## src/rtl/bcd_seg_scan.sv

```systemverilog
// bcd_seg_scan: drives a 2-digit multiplexed 7-segment display from a 5-bit BCD value.
//   The value is captured on a load strobe and the two digits are shown in turn,
//   each for SCAN_DIV clocks. A leading zero can be blanked, and a units digit
//   greater than 9 is shown as a dash and flagged on err.
// Ports:
//   clk    in   1  system clock, rising edge
//   rst_n  in   1  asynchronous active-low reset (release expected synchronous to clk)
//   p      in   5  BCD value; p[4] tens, p[3:0] units
//   ld     in   1  load strobe; p is captured on any edge with ld=1
//   en     in   1  scan enable; 0 blanks the display and freezes the scan
//   seg    out  7  segment drive, gfedcba
//   an     out  2  digit enable; an[0] units, an[1] tens
//   err    out  1  units digit of the last load was greater than 9
module bcd_seg_scan #(
    parameter int unsigned SCAN_DIV       = 50000,
    parameter bit          SEG_ACTIVE_LOW = 1'b1,
    parameter bit          BLANK_LZ       = 1'b1
) (
    input  logic       clk,
    input  logic       rst_n,
    input  logic [4:0] p,
    input  logic       ld,
    input  logic       en,
    output logic [6:0] seg,
    output logic [1:0] an,
    output logic       err
);

    localparam int unsigned CNT_W   = $clog2(SCAN_DIV);
    localparam logic [CNT_W-1:0] CNT_MAX = CNT_W'(SCAN_DIV - 1);
    localparam logic [6:0]  SEG_OFF = SEG_ACTIVE_LOW ? 7'h7F : 7'h00;
    localparam logic [1:0]  AN_OFF  = SEG_ACTIVE_LOW ? 2'b11 : 2'b00;
    localparam logic [6:0]  SEG_DASH = 7'b1000000;

    typedef enum logic {
        DIG_UNITS = 1'b0,
        DIG_TENS  = 1'b1
    } digit_e;

    digit_e           idx_q, idx_d;
    logic [CNT_W-1:0] cnt_q, cnt_d;
    logic [4:0]       val_q, val_d;
    logic             err_q, err_d;
    logic [6:0]       seg_q, seg_d;
    logic [1:0]       an_q,  an_d;
    logic             tick_c;
    logic [6:0]       seg_hi_c;
    logic [1:0]       an_hi_c;

    // Active-high gfedcba pattern; anything above 9 renders as a dash.
    function automatic logic [6:0] decode(input logic [3:0] d);
        logic [6:0] s;
        s = SEG_DASH;
        case (d)
            4'd0: s = 7'b0111111;
            4'd1: s = 7'b0000110;
            4'd2: s = 7'b1011011;
            4'd3: s = 7'b1001111;
            4'd4: s = 7'b1100110;
            4'd5: s = 7'b1101101;
            4'd6: s = 7'b1111101;
            4'd7: s = 7'b0000111;
            4'd8: s = 7'b1111111;
            4'd9: s = 7'b1101111;
            default: s = SEG_DASH;
        endcase
        return s;
    endfunction

    // State and output registers.
    always_ff @(posedge clk or negedge rst_n) begin
        if (!rst_n) begin
            idx_q <= DIG_UNITS;
            cnt_q <= '0;
            val_q <= '0;
            err_q <= 1'b0;
            seg_q <= SEG_OFF;
            an_q  <= AN_OFF;
        end else begin
            idx_q <= idx_d;
            cnt_q <= cnt_d;
            val_q <= val_d;
            err_q <= err_d;
            seg_q <= seg_d;
            an_q  <= an_d;
        end
    end

    // Next-state: latch, scan counter/digit select, and display pattern.
    always_comb begin
        idx_d    = idx_q;
        cnt_d    = cnt_q;
        val_d    = val_q;
        err_d    = err_q;
        seg_hi_c = 7'b0000000;
        an_hi_c  = 2'b00;
        tick_c   = (cnt_q == CNT_MAX);

        if (ld) begin
            val_d = p;
            err_d = (p[3:0] > 4'd9);
        end

        if (en) begin
            if (tick_c) begin
                cnt_d = '0;
                idx_d = (idx_q == DIG_UNITS) ? DIG_TENS : DIG_UNITS;
            end else begin
                cnt_d = cnt_q + CNT_W'(1);
            end
        end

        // Output follows the current registered digit; at most one an bit is ever active.
        if (en) begin
            case (idx_q)
                DIG_UNITS: begin
                    an_hi_c  = 2'b01;
                    seg_hi_c = decode(val_q[3:0]);
                end
                DIG_TENS: begin
                    if (!(BLANK_LZ && !val_q[4])) begin
                        an_hi_c  = 2'b10;
                        seg_hi_c = decode({3'b000, val_q[4]});
                    end
                end
                default: begin
                    an_hi_c  = 2'b00;
                    seg_hi_c = 7'b0000000;
                end
            endcase
        end

        seg_d = SEG_ACTIVE_LOW ? ~seg_hi_c : seg_hi_c;
        an_d  = SEG_ACTIVE_LOW ? ~an_hi_c  : an_hi_c;
    end

    assign seg = seg_q;
    assign an  = an_q;
    assign err = err_q;

endmodule

```

## config.mk

```make
export PLATFORM = sky130hd
export DESIGN_NAME = bcd_seg_scan
export DESIGN_NICKNAME = d
export VERILOG_FILES = /design/src/rtl/bcd_seg_scan.sv
export SDC_FILE = /design/constraint.sdc
export NUM_CORES = 1
export LEC_CHECK = 0
export ABC_AREA = 1
export BUFFER_PORTS_ARGS = -buffer_cell sky130_fd_sc_hd__buf_2
export CAP_MARGIN = 20
export CORE_MARGIN = 1
export CORE_UTILIZATION = 36
export DETAILED_ROUTE_END_ITERATION = 7
export PLACE_DENSITY = 0.56
export RECOVER_POWER = 50
export SLEW_MARGIN = 20
export SYNTH_ARGS = -nofsm -noshare
export SYNTH_HDL_FRONTEND = slang
export SYNTH_SLANG_ARGS = --single-unit
```

## constraint.sdc

```tcl
create_clock -name clk -period 1.25 [get_ports clk]
set_clock_uncertainty 0.05 [all_clocks]
set_input_delay 0 -clock clk [delete_from_list [all_inputs] [get_ports clk]]
set_output_delay 0 -clock clk [all_outputs]
set_load 0.02 [all_outputs]
```

# == Word level (Yosys, flattened, before mapping) ==
# Memories as Yosys holds them, arrays and structs flattened.
# Cells that the tools add are included.
# classes
n_reduce_logical,1
n_bitwise,3
muxes,8
order_cmp,1
add_sub_neg,1
eq_ne,1
# op_table
operator,count
$add A16 B1 Y16 const B,1
$eq A16 B16 Y1 const B,1
$mux W16,1
$pmux W7 S2,1
$mux W7,1
$not A7 Y7,1
$gt A4 B4 Y1 const B,1
$mux W2,2
$pmux W2 S2,1
$mux W3,1
$not A2 Y2,1
$reduce_and A2 Y1,1
$mux W1,1
$not A1 Y1,1
# totals
regBits,32
n_memories,1
out_inout_bits,10
romBits,112
# mem_list
memory,words,word_bits,read_ports,rd_clocked_by_memory_dff,wr,line,rtl
(no name shown),16,7,1,0,0,54,case (d)

# == Longest topological paths before layout ==
# Gate-level depths: netlist of the first run.
# depth
ltp_word,4
mapped_depth,9

# == Worst setup path after synthesis of the first run ==
# Ideal clock, no wire load.
# synth_timing
path_kind,reg2reg
from,register cnt_q[0]
to,register cnt_q[4]
t_arrival_ns,1.094
synth_period_minus_slack_ns,1.258
n_path_buf,0
setup_slack_ns,-0.008
stages_incl_launch_ff,7
cell_sequence,dfrtp_1 > ha_1 > nand3_1 > nor2_1 > nand3_2 > nand3_1 > inv_1
# synth_via
elab_chain_cells,2
# synth_rtl
item,line,rtl
from (decl),41,"logic [CNT_W-1:0] cnt_q, cnt_d;"
from (signal assigned),81,cnt_q <= cnt_d;
$add A16 B1 Y16 or $eq A16 B16 Y1 (tied branches),"109, 97",
$mux W16 (*),105,if (tick_c) begin
# Every way passes the cells marked *; elsewhere a longest branch is shown, timed or not.
# A chain may end at the register's enable or synchronous reset.

# == Worst setup path after layout of the first run ==
# layout_timing
from,register cnt_q[5]
to,register cnt_q[9]
# Same word-level chain as after synthesis.

==> key figures, run 1 <==
Run status
  • Status: complete, but fails checks
  • Failing checks: negative setup slack

Timing
  • Slew @ Worst Pin: 0.4145 ns
  • RSZ-0062 raised after global routing: true
  • Final setup viols: 8
  • Max frequency: 0.7709 GHz
  • Fin. max-slew vios: 0
  • Final hold violation count: 0
  • Worst Slack Setup Final: -0.04718 ns
  • WHS: 0.06601 ns
  • Tcrit/Tclk final: 103.8%
  • Time the worst path needs with I/O delays and setup: 1.297 ns
  • Slew margin rel.: 72.37%
  • Post-route setup TNS: -0.1953 ns

Pwr
  • Lkg Pwr: 1.230 nW
  • Pwr dens: 1370 nW/µm²
  • VDD IR-drop max: 0.0006269 V

Die
  • Die Span Y: 70.93 µm
  • Core footprint: 4474 µm²
  • Die W: 70.93 µm
  • Initial core utilization: 38.23%
  • Die Area: 5031 µm²
  • FP Rows: 24
  • IO Pins: 19

Worst setup path
  • CP cell instances: nor2_4, nand3_2, nor2_4, nand3_4, nand2_2, nor2_2
  • Worst R2R Path Depth: 6
  • Worst Path Required: 1.38 ns
  • R2r setup slk: -0.05 ns
  • Max FO, Critical Path: 6
  • Critical Path Most Common Cell: nor2_4
  • Crit path max-delay cell type: dfrtp_2
  • CP Launch Type: flop
  • R2R Path End: cnt_q[9]$_DFFE_PN0P_
  • Reg-to-Reg Start: cnt_q[5]$_DFFE_PN0P_
  • WP data arrival: 1.43 ns
  • Critical path start-end classification: flop to flop
  • CP Capture Type: flop
  • Buf/Inv on CP: 0
  • Crit path max-delay family: simple AND/OR/NAND/NOR gates
  • Max incr delay on CP: 0.45 ns

Layout
  • Register Area: 818.3 µm²
  • Final core utilization: 53.50%
  • Share of cells above drive strength 1: 42.91%
  • Finished Cell Area: 2394 µm²
  • Area Overhead vs Synth: 39.94%
  • Fillers: 424
  • Final nets: 282
  • Post-Layout Cell Count: 320
  • Number of diodes: 0
  • Area of the multi-input gates: 909.6 µm²

Synth
  • FF+latch count, synth: 32
  • Synth Instances: 211
  • Most used DFF post-synth: dfrtp_1
  • Top-area cell type share of the netlist area: 33.65%
  • Synthesized area per cell: 8.106 µm²
  • Largest family of logic cells by synthesized area: simple AND/OR/NAND/NOR gates
  • Synth Warn #: 0
  • Area contributors post-synth: dfrtp_1, dfstp_2, nand2_1, inv_1, nor2_1
  • Synth area leader: dfrtp_1
  • Mux cell area share after synthesis: 0.6584%
  • Xor-xnor portion of the synthesized cell area: 2.048%
  • Adder-Cell Fraction of Synth Area: 4.389%
  • Post-Syn Area: 1710 µm²
  • Async S/R FF share, synth: 100.0%
  • Cell variety after synth: 26
  • Post-synthesis compound-gate area fraction: 5.121%
  • Post-synthesis simple-gate area fraction: 32.63%
  • Sequential share of the synthesized area: 47.48%
  • Syn nets: 226
  • Post-synth EDFFs: 0

Clock tree
  • CTS buffer count: 5
  • CTS max path bufs: 2
  • CTS clk-pin slew, worst paths: 0.07 ns
  • H-tree lvl count: 2
  • TritonCTS clock tree: done
  • CTS Sinks: 32
  • Root buf cell: clkbuf_8
  • Clk_lat worst skew: 0.29 ns

Placement
  • Placer Congestion: 0.7880
  • HPWL after detailed placement: 2.524 mm
  • IO buf count: 18
  • Dpl cell area: 2019 µm²
  • DP Cell Count: 299

Worst hold path
  • Worst hold path depth: 4
  • Hold Startpoint: en
  • Min-Delay Endpoint: cnt_q[15]$_DFFE_PN0P_
  • Worst min-delay path category: input pin to flop

Detailed routing
  • ANT nets after route: 0
  • Pre-Repair DR Iteration Count: 6
  • Total wire length: 3.662 mm
  • DR iter-0 viols: 66
  • Routed met2 length: 1.621 mm
  • Met3 WL: 128 µm
  • Top routing layer in use: met4
  • Wirelength per Cell: 11.44 µm
  • Post-route DRC: 0
  • Met1 wire length: 1.830 mm
  • Vias/cell: 4.481
  • Via Count: 1434

Global route
  • Gr ovfl total: 0
  • GRT Total Usage: 16.53%
  • Vias in the first global route: 1400
  • Global-route wire length before repair: 6.320 mm
  • Initial antenna violation count: 0
  • Largest net degree at the start of global routing: 18

Run
  • MaxCap Viol Count: 0
[per-stage QoR]
step	power, mW	worst slack (ns)
5_1_grt	3.483	-0.1048
6_report	3.280	-0.04718
4_1_cts	3.228	-0.04359
3_5_place_dp	2.083	-0.07195
3_3_place_gp	2.078	-0.06054
2_1_floorplan	1.777	0.008444
[area by class of cell]
cell class / count / area share, %
Clock buffer: 5 / 2.875
Clock inverter: 3 / 1.777
Inverter: 32 / 5.123
Multi-Input combinational cell: 145 / 38.00
Sequential cell: 32 / 34.19
Tap cell: 52 / 2.718
Timing Repair Buffer: 51 / 15.32
[cell usage after synthesis (all sizes together) (2+ instances only)]
cell type and count:
a21oi 2, dfrtp 23, dfstp 9, ha 6, inv 32, nand2 63
nand3 16, nand4 2, nor2 31, nor3 2, o21ai 11, or2 4
xor2 4
[cells by family (layout without fill, tap and decap cells)]
| logic type | Yosys count | in the layout |
|---|---|---|
| DFF | 32 | 32 |
| buffers and inverters | 34 | 91 |
| muxes | 1 | 1 |
| and+or+nand+nor | 118 | 118 |
| AOI/OAI and AO/OA | 16 | 16 |
| adders and majority gates | 6 | 6 |
| xor gates and xnor gates | 4 | 4 |
[state kept, by name, summed over array words and instances, names as in the netlist]
signal,count
cnt_q,16
err,1
an,2
val_q,5
seg,7
idx_q,1
[power by group]
group / switching, mW / internal [mW] / total (mW) / leakage (nW)
clock network: 0.410 / 0.589 / 0.999 / 0.0541
logic: 0.496 / 0.427 / 0.923 / 0.812
registers: 0.156 / 1.20 / 1.36 / 0.364
[how the worst max path moves through the flow]
| stage | from | endpoint | slack, ns | depth (start not counted) |
|---|---|---|---|---|
| after floorplan | cnt_q[0]$_DFFE_PN0P_ | cnt_q[14]$_DFFE_PN0P_ | 0.008 | 7 |
| after global placement | cnt_q[5]$_DFFE_PN0P_ | idx_q$_DFFE_PN0P_ | -0.06 | 6 |
| after detailed placement | cnt_q[0]$_DFFE_PN0P_ | cnt_q[4]$_DFFE_PN0P_ | -0.07 | 6 |
| after CTS | cnt_q[0]$_DFFE_PN0P_ | cnt_q[15]$_DFFE_PN0P_ | -0.04 | 8 |
| after global routing | cnt_q[14]$_DFFE_PN0P_ | idx_q$_DFFE_PN0P_ | -0.10 | 7 |
| final | cnt_q[5]$_DFFE_PN0P_ | cnt_q[9]$_DFFE_PN0P_ | -0.05 | 6 |
[what timing repair did]
action / 4_1_cts / 5_1_grt
endpoints found under the setup margin: 12 / 18
hold buffers: 11 / 0
gates cloned: 0 / 0
pin swaps: 10 / 13
setup buffers: 2 / 0
gates resized for setup: 16 / 28
endpoints found under the hold margin: 38 / 0
[layer usage]
layer / GRT usage (%) / up-vias
met5: 0 / -
met4: 9.333 / 0
met3: 3.704 / 10
met2: 23.82 / 25
met1: 22.94 / 644
li1: - / 755
[worst reg2reg max path, stage by stage (launching register included)]
cell     delay (ns)
dfrtp_2        0.45
nor2_4         0.14
nand3_2        0.09
nor2_4         0.17
nand3_4        0.15
nand2_2        0.10
nor2_2         0.04
[placed cells by master, fill, tap and decap left out, types with 3 or more instances in the layout]
master         count
nor2_1            15
buf_4             20
ha_1               5
nand3_2            8
nor2_2            10
nand3_1            7
nand2_1           49
dfrtp_2            5
dfstp_2            9
buf_2             17
nand2_4            4
dfrtp_1           18
or2_2              4
xor2_1             3
o21ai_0           10
dlygate4sd3_1     11
nor2_4             4
clkbuf_8           5
inv_1             27
nand2_2           10
inv_2              4
No activity file was read; power rests on OpenSTA's default activity.
==> run 2, diff against run 1 <==
--- a/config.mk
+++ b/config.mk
@@ -6,12 +6,12 @@
 export NUM_CORES = 1
 export LEC_CHECK = 0
 export ABC_AREA = 1
-export BUFFER_PORTS_ARGS = -buffer_cell sky130_fd_sc_hd__buf_2
 export CAP_MARGIN = 20
 export CORE_MARGIN = 1
 export CORE_UTILIZATION = 36
 export DETAILED_ROUTE_END_ITERATION = 7
-export PLACE_DENSITY = 0.56
+export DONT_BUFFER_PORTS = 1
+export PLACE_DENSITY = 0.53
 export RECOVER_POWER = 50
 export SLEW_MARGIN = 20
 export SYNTH_ARGS = -nofsm -noshare
==> key figures, run 2 (synthesis gave the netlist of run 1 again) <==
Run status
  • Status: complete, but fails checks
  • Failing checks: design-rule violations, negative hold slack, negative setup slack

Detailed routing
  • Vias/cell: 4.505
  • Post-route DRC: 2
  • Wirelength per Cell: 11.59 µm
  • ANT nets after route: 0
  • Pre-Repair DR Iteration Count: 6
  • Via Count: 1347
  • Total wire length: 3.466 mm
  • DR iter-0 viols: 71

Layout
  • Share of cells above drive strength 1: 32.39%
  • Number of diodes: 0
  • Commonest non-fill, non-tap cell in the layout: nand2_1
  • Max reg flops: 16
  • Final nets: 261
  • Post-Layout Cell Count: 299
  • Register with the most flip-flops: cnt_q
  • Most frequent cells in the layout: nand2_1, inv_1, dfrtp_1
  • Area Overhead vs Synth: 29.63%
  • Finished Cell Area: 2217 µm²
  • Fillers: 447

Global route
  • GRT Total Usage: 15.86%
  • Vias in the first global route: 1338
  • Gr ovfl total: 0
  • Largest net degree at the start of global routing: 33
  • Global-route wire length before repair: 6.092 mm
  • Initial antenna violation count: 0

Die
  • IO Pins: 19
  • Core footprint: 4474 µm²
  • Initial core utilization: 38.23%
  • Die Area: 5031 µm²
  • FP Rows: 24
  • Die W: 70.93 µm
  • Die Span Y: 70.93 µm

Worst setup path
  • CP Launch Type: flop
  • Reg-to-Reg Start: cnt_q[1]$_DFFE_PN0P_
  • WP data arrival: 1.42 ns
  • CP Capture Type: flop
  • Worst Path Required: 1.38 ns
  • Max FO, Critical Path: 3
  • Critical path start-end classification: flop to flop
  • Critical Path Start: cnt_q[1]$_DFFE_PN0P_
  • R2r setup slk: -0.04 ns
  • Worst R2R Path Depth: 6
  • R2R Path End: cnt_q[6]$_DFFE_PN0P_

Placement
  • Placer Congestion: 0.7967
  • DP Cell Count: 279
  • Place WS: -0.04762 ns
  • HPWL after detailed placement: 2.453 mm
  • Dpl cell area: 1902 µm²
  • IO buf count: 0

Worst hold path
  • Worst min-delay path category: input pin to flop
  • Hold Startpoint: en
  • Min-Delay Endpoint: an[1]$_DFF_PN1_
  • Worst hold path depth: 1

Clock tree
  • CTS buffer count: 5
  • CTS max path bufs: 2
  • CTS Sinks: 32
  • H-tree lvl count: 2
  • CTS Hold Bufs: 10
  • Clk_lat worst skew: 0.29 ns
  • Root buf cell: clkbuf_8
  • TritonCTS clock tree: done
  • CTS clk-pin slew, worst paths: 0.07 ns

Pwr
  • Switching Fraction: 31.44%
  • Pwr dens: 1421 nW/µm²
  • Gate power share: 24.8%
  • Int Power: 2.160 mW
  • Lkg Pwr: 1.135 nW
  • Sequential fraction of design power: 43.5%
  • VDD IR-drop max: 0.0006846 V
  • Clock power frac: 31.6%
  • Psw: 0.9905 mW
  • Power Total: 3.151 mW

Timing
  • Slew margin rel.: 47.83%
  • Time the worst path needs with I/O delays and setup: 1.294 ns
  • Final setup viols: 7
  • Tcrit/Tclk final: 103.5%
  • Slew @ Worst Pin: 0.7825 ns
  • Final hold violation count: 14
  • WHS: -0.2175 ns
  • Worst Slack Setup Final: -0.04432 ns
  • Fin. max-slew vios: 0
  • RSZ-0062 raised after global routing: true
  • Max frequency: 0.7726 GHz

Run
  • MaxCap Viol Count: 0
## run 2: repair_timing
item	CTS	global route
pin swaps	0	15
cloned	0	0
buffers inserted	0	2
resized for setup	1	30
endpoints found under the setup margin	11	21
hold endpoints to repair	56	13
## run 2: worst max-delay path by stage
stage | end | slack, ns | depth (start not counted)
after CTS | cnt_q[14]$_DFFE_PN0P_ | -0.06 | 8
after detailed placement | cnt_q[10]$_DFFE_PN0P_ | -0.05 | 8
after floorplan | cnt_q[14]$_DFFE_PN0P_ | 0.008 | 7
final | cnt_q[6]$_DFFE_PN0P_ | -0.04 | 6
after global routing | cnt_q[12]$_DFFE_PN0P_ | -0.17 | 9
after global placement | cnt_q[3]$_DFFE_PN0P_ | -0.06 | 6
## run 2: per-stage QoR
| stage | TNS (ns) | util [%] |
|---|---|---|
| after floorplan | 0 | - |
| after detailed placement | -0.4117 | 42.51 |
| after global routing | -1.394 | 49.55 |
| final | -0.1632 | 49.55 |
| after global placement | -0.4502 | 42.51 |
| after CTS | -0.4925 | 47.51 |
## run 2: area by class of cell
| cell class | instances | area [µm²] | share of cell area (%) |
|---|---|---|---|
| Clock buffer | 5 | 68.82 | 3.104 |
| Inverter | 32 | 122.6 | 5.530 |
| Tap cell | 52 | 65.06 | 2.935 |
| Clock inverter | 3 | 42.54 | 1.919 |
| Timing Repair Buffer | 30 | 249.0 | 11.23 |
| Sequential cell | 32 | 814.5 | 36.74 |
| Multi-Input combinational cell | 145 | 854.6 | 38.54 |
## run 2: per-layer routing
layer | track usage (%) | part of all wire, %
met5 | 0 | 0
met1 | 21.84 | 52
met3 | 4.416 | 2.8
met4 | 6.000 | 1.6
met2 | 23.82 | 44
## run 2: critical path: stages (launching register included)
cell and delay (ns):
dfrtp_1 0.43, ha_4 0.18, nand2_4 0.05, nor2_1 0.21
nand2_1 0.11, nor2_1 0.10, nor2_1 0.05
## run 2: power by group through the flow
stage,registers (mW),logic (mW),clock network (mW)
finish,1.37,0.783,0.997
global route,1.39,0.875,1.07
CTS,1.36,0.677,1.03
detailed placement,1.38,0.617,0
global placement,1.38,0.624,0
floorplan,1.35,0.424,0
==> run 3, diff against run 2 <==
--- a/config.mk
+++ b/config.mk
@@ -5,7 +5,6 @@
 export SDC_FILE = /design/constraint.sdc
 export NUM_CORES = 1
 export LEC_CHECK = 0
-export ABC_AREA = 1
 export CAP_MARGIN = 20
 export CORE_MARGIN = 1
 export CORE_UTILIZATION = 36
==> key figures, run 3 <==
Run status
  • Status: complete, but fails checks
  • Failing checks: negative setup slack

Pwr
  • Clock power frac: 33.7%
  • Psw: 0.8404 mW
  • Gate power share: 20.5%
  • VDD IR-drop max: 0.0007204 V
  • Pwr dens: 1359 nW/µm²
  • Int Power: 2.089 mW
  • Sequential fraction of design power: 45.8%
  • Lkg Pwr: 0.9594 nW
  • Power Total: 2.930 mW
  • Switching Fraction: 28.68%

Layout
  • Final core utilization: 53.51%
  • Post-Layout Cell Count: 234
  • Fillers: 370
  • Final nets: 198
  • Register with the most flip-flops: cnt_q
  • Number of diodes: 0
  • Area Overhead vs Synth: 42.04%
  • Commonest non-fill, non-tap cell in the layout: buf_4
  • Share of cells above drive strength 1: 42.93%
  • Most frequent cells in the layout: buf_4, dfrtp_1, inv_1, dfstp_2
  • Max reg flops: 16

Timing
  • RSZ-0062 raised after global routing: true
  • Final hold violation count: 0
  • Max frequency: 0.6131 GHz
  • Fin. max-slew vios: 0
  • Final setup viols: 16
  • Time the worst path needs with I/O delays and setup: 1.631 ns
  • Slew @ Worst Pin: 0.7664 ns
  • Tcrit/Tclk final: 130.5%
  • Worst Slack Setup Final: -0.3812 ns
  • Post-route setup TNS: -4.511 ns
  • Slew margin rel.: 48.91%

Worst setup path
  • WP data arrival: 1.76 ns
  • Max FO, Critical Path: 4
  • CP Launch Type: flop
  • Worst Path Required: 1.38 ns
  • CP Capture Type: flop
  • Critical path start-end classification: flop to flop

Detailed routing
  • DR iter-0 viols: 56
  • ANT nets after route: 0
  • Top routing layer in use: met4
  • Pre-Repair DR Iteration Count: 4
  • Routed met2 length: 1.656 mm
  • Vias/cell: 5.090
  • Wirelength per Cell: 13.85 µm
  • Met3 WL: 85 µm
  • Met1 wire length: 1.436 mm
  • Post-route DRC: 0
  • Via Count: 1191
  • Total wire length: 3.242 mm

Synth
  • Most used DFF post-synth: dfrtp_1
  • Post-Syn Area: 1518 µm²
  • Sequential share of the synthesized area: 53.50%
  • Most frequent cell after synthesis: dfrtp_1
  • Area contributors post-synth: dfrtp_1, dfstp_2, ha_1, xnor2_1, o21ai_0
  • FF+latch count, synth: 32
  • Post-synth EDFFs: 0
  • Cell variety after synth: 31
  • Syn nets: 156
  • Synthesized area per cell: 10.76 µm²
  • Synth Warn #: 0
  • Commonest cells post-synth: dfrtp_1, inv_1, o21ai_0
  • Synth area leader: dfrtp_1
  • Async S/R FF share, synth: 100.0%
  • Synth Instances: 141
  • Top-area cell type share of the netlist area: 37.92%

Die
  • Die Area: 4480 µm²
  • Die Span Y: 66.93 µm
  • Core footprint: 4029 µm²
  • IO Pins: 19
  • FP Rows: 23
  • Initial core utilization: 37.67%
  • Die W: 66.93 µm

Clock tree
  • TritonCTS clock tree: done
  • CTS clk-pin slew, worst paths: 0.07 ns
  • Clk_lat worst skew: 0.28 ns
  • CTS Sinks: 32
  • Root buf cell: clkbuf_8
  • CTS max path bufs: 2
  • CTS buffer count: 5
  • H-tree lvl count: 2

Global route
  • Gr ovfl total: 0
  • Vias in the first global route: 1178
  • Initial antenna violation count: 0
  • Largest net degree at the start of global routing: 33
  • GRT Total Usage: 16.59%
  • Global-route wire length before repair: 5.388 mm

Placement
  • DP Cell Count: 210
  • IO buf count: 0
  • Placer Congestion: 0.8047
  • Place WS: -0.3704 ns
  • HPWL after detailed placement: 2.140 mm

Worst hold path
  • Worst min-delay path category: input pin to flop

Run
  • MaxCap Viol Count: 0
-- run 3: cell count changes after synthesis, sizes merged, moves of 3 or more --
cell / previous run / this run
nand2: 63 / 9
nor2: 31 / 9
inv: 32 / 12
nand3: 16 / 3
xnor2: 0 / 7
nand4: 2 / 8
nor4: 0 / 4
or2: 4 / 0
a21oi: 2 / 5
nor2b: 0 / 3
-- run 3: metrics by stage --
step	hold slack [ns]	area [µm²]
2_1_floorplan	-0.3456	1529
3_3_place_gp	-0.3449	1744
3_5_place_dp	-0.3450	1744
4_1_cts	0.06925	2036
5_1_grt	0.09711	2156
6_report	0.07474	2156
-- run 3: layout make-up --
type                    count  area [µm²]  share of cell area (%)
multi-input cells          94       789.5                   36.62
inverters                  12       45.04                   2.089
clock inverters             3       42.54                   1.973
clock buffers               5       68.82                   3.192
repair buffers             38       331.6                   15.38
well taps                  50       62.56                   2.902
flip-flops and latches     32       815.8                   37.84
-- run 3: logic make-up after synthesis --
group	after synthesis	share of synthesized area, %
AND/OR/NAND/NOR	51	20.44
flip-flops	32	53.50
AO/OA/AOI/OAI	22	8.161
buffers and inverters	15	3.792
XOR/XNOR	12	6.925
adder cells (fa/ha/maj)	6	4.946
multiplexers	3	2.226
-- run 3: timing repair --
item                                    4_1_cts  5_1_grt
pin swaps                                    11        9
hold endpoints to repair                     48        0
gates cloned                                  0        0
endpoints found under the setup margin       16       22
setup buffers                                 2        6
gates resized for setup                      17       26
hold buffers                                  9        0
-- run 3: critical path, stage by stage, from the launching register on --
cell and delay, ns:
dfrtp_1 0.38, or4b_4 0.58, nor4_4 0.28, nor3_1 0.08, a21o_1 0.16
-- run 3: final timing paths --
check                                      from                   end  cells past startpoint  slack, ns
setup / recovery           cnt_q[5]$_DFFE_PN0P_  cnt_q[4]$_DFFE_PN0P_                      4      -0.38
hold / removal                               en  cnt_q[4]$_DFFE_PN0P_                      3       0.07
setup reg to reg           cnt_q[5]$_DFFE_PN0P_  cnt_q[4]$_DFFE_PN0P_                      4      -0.38
hold reg to reg               idx_q$_DFFE_PN0P_     idx_q$_DFFE_PN0P_                      1       0.44
max in group asynchronous                 rst_n  cnt_q[3]$_DFFE_PN0P_                      2       0.32
min in group asynchronous                 rst_n       err$_DFFE_PN0P_                      2       0.29
-- run 3: power groups by stage --
stage	logic [mW]	registers, mW	clock network, mW
2_1_floorplan	0.232	1.34	0
3_3_place_gp	0.401	1.34	0
3_5_place_dp	0.414	1.34	0
4_1_cts	0.533	1.33	1.01
5_1_grt	0.666	1.36	1.06
6_report	0.600	1.34	0.987
-- run 3: per-layer routing --
metal	global-route usage (%)	up-vias
met5	0	-
met4	7.979	0
met3	4.110	7
met2	26.77	22
met1	20.49	589
li1	-	573
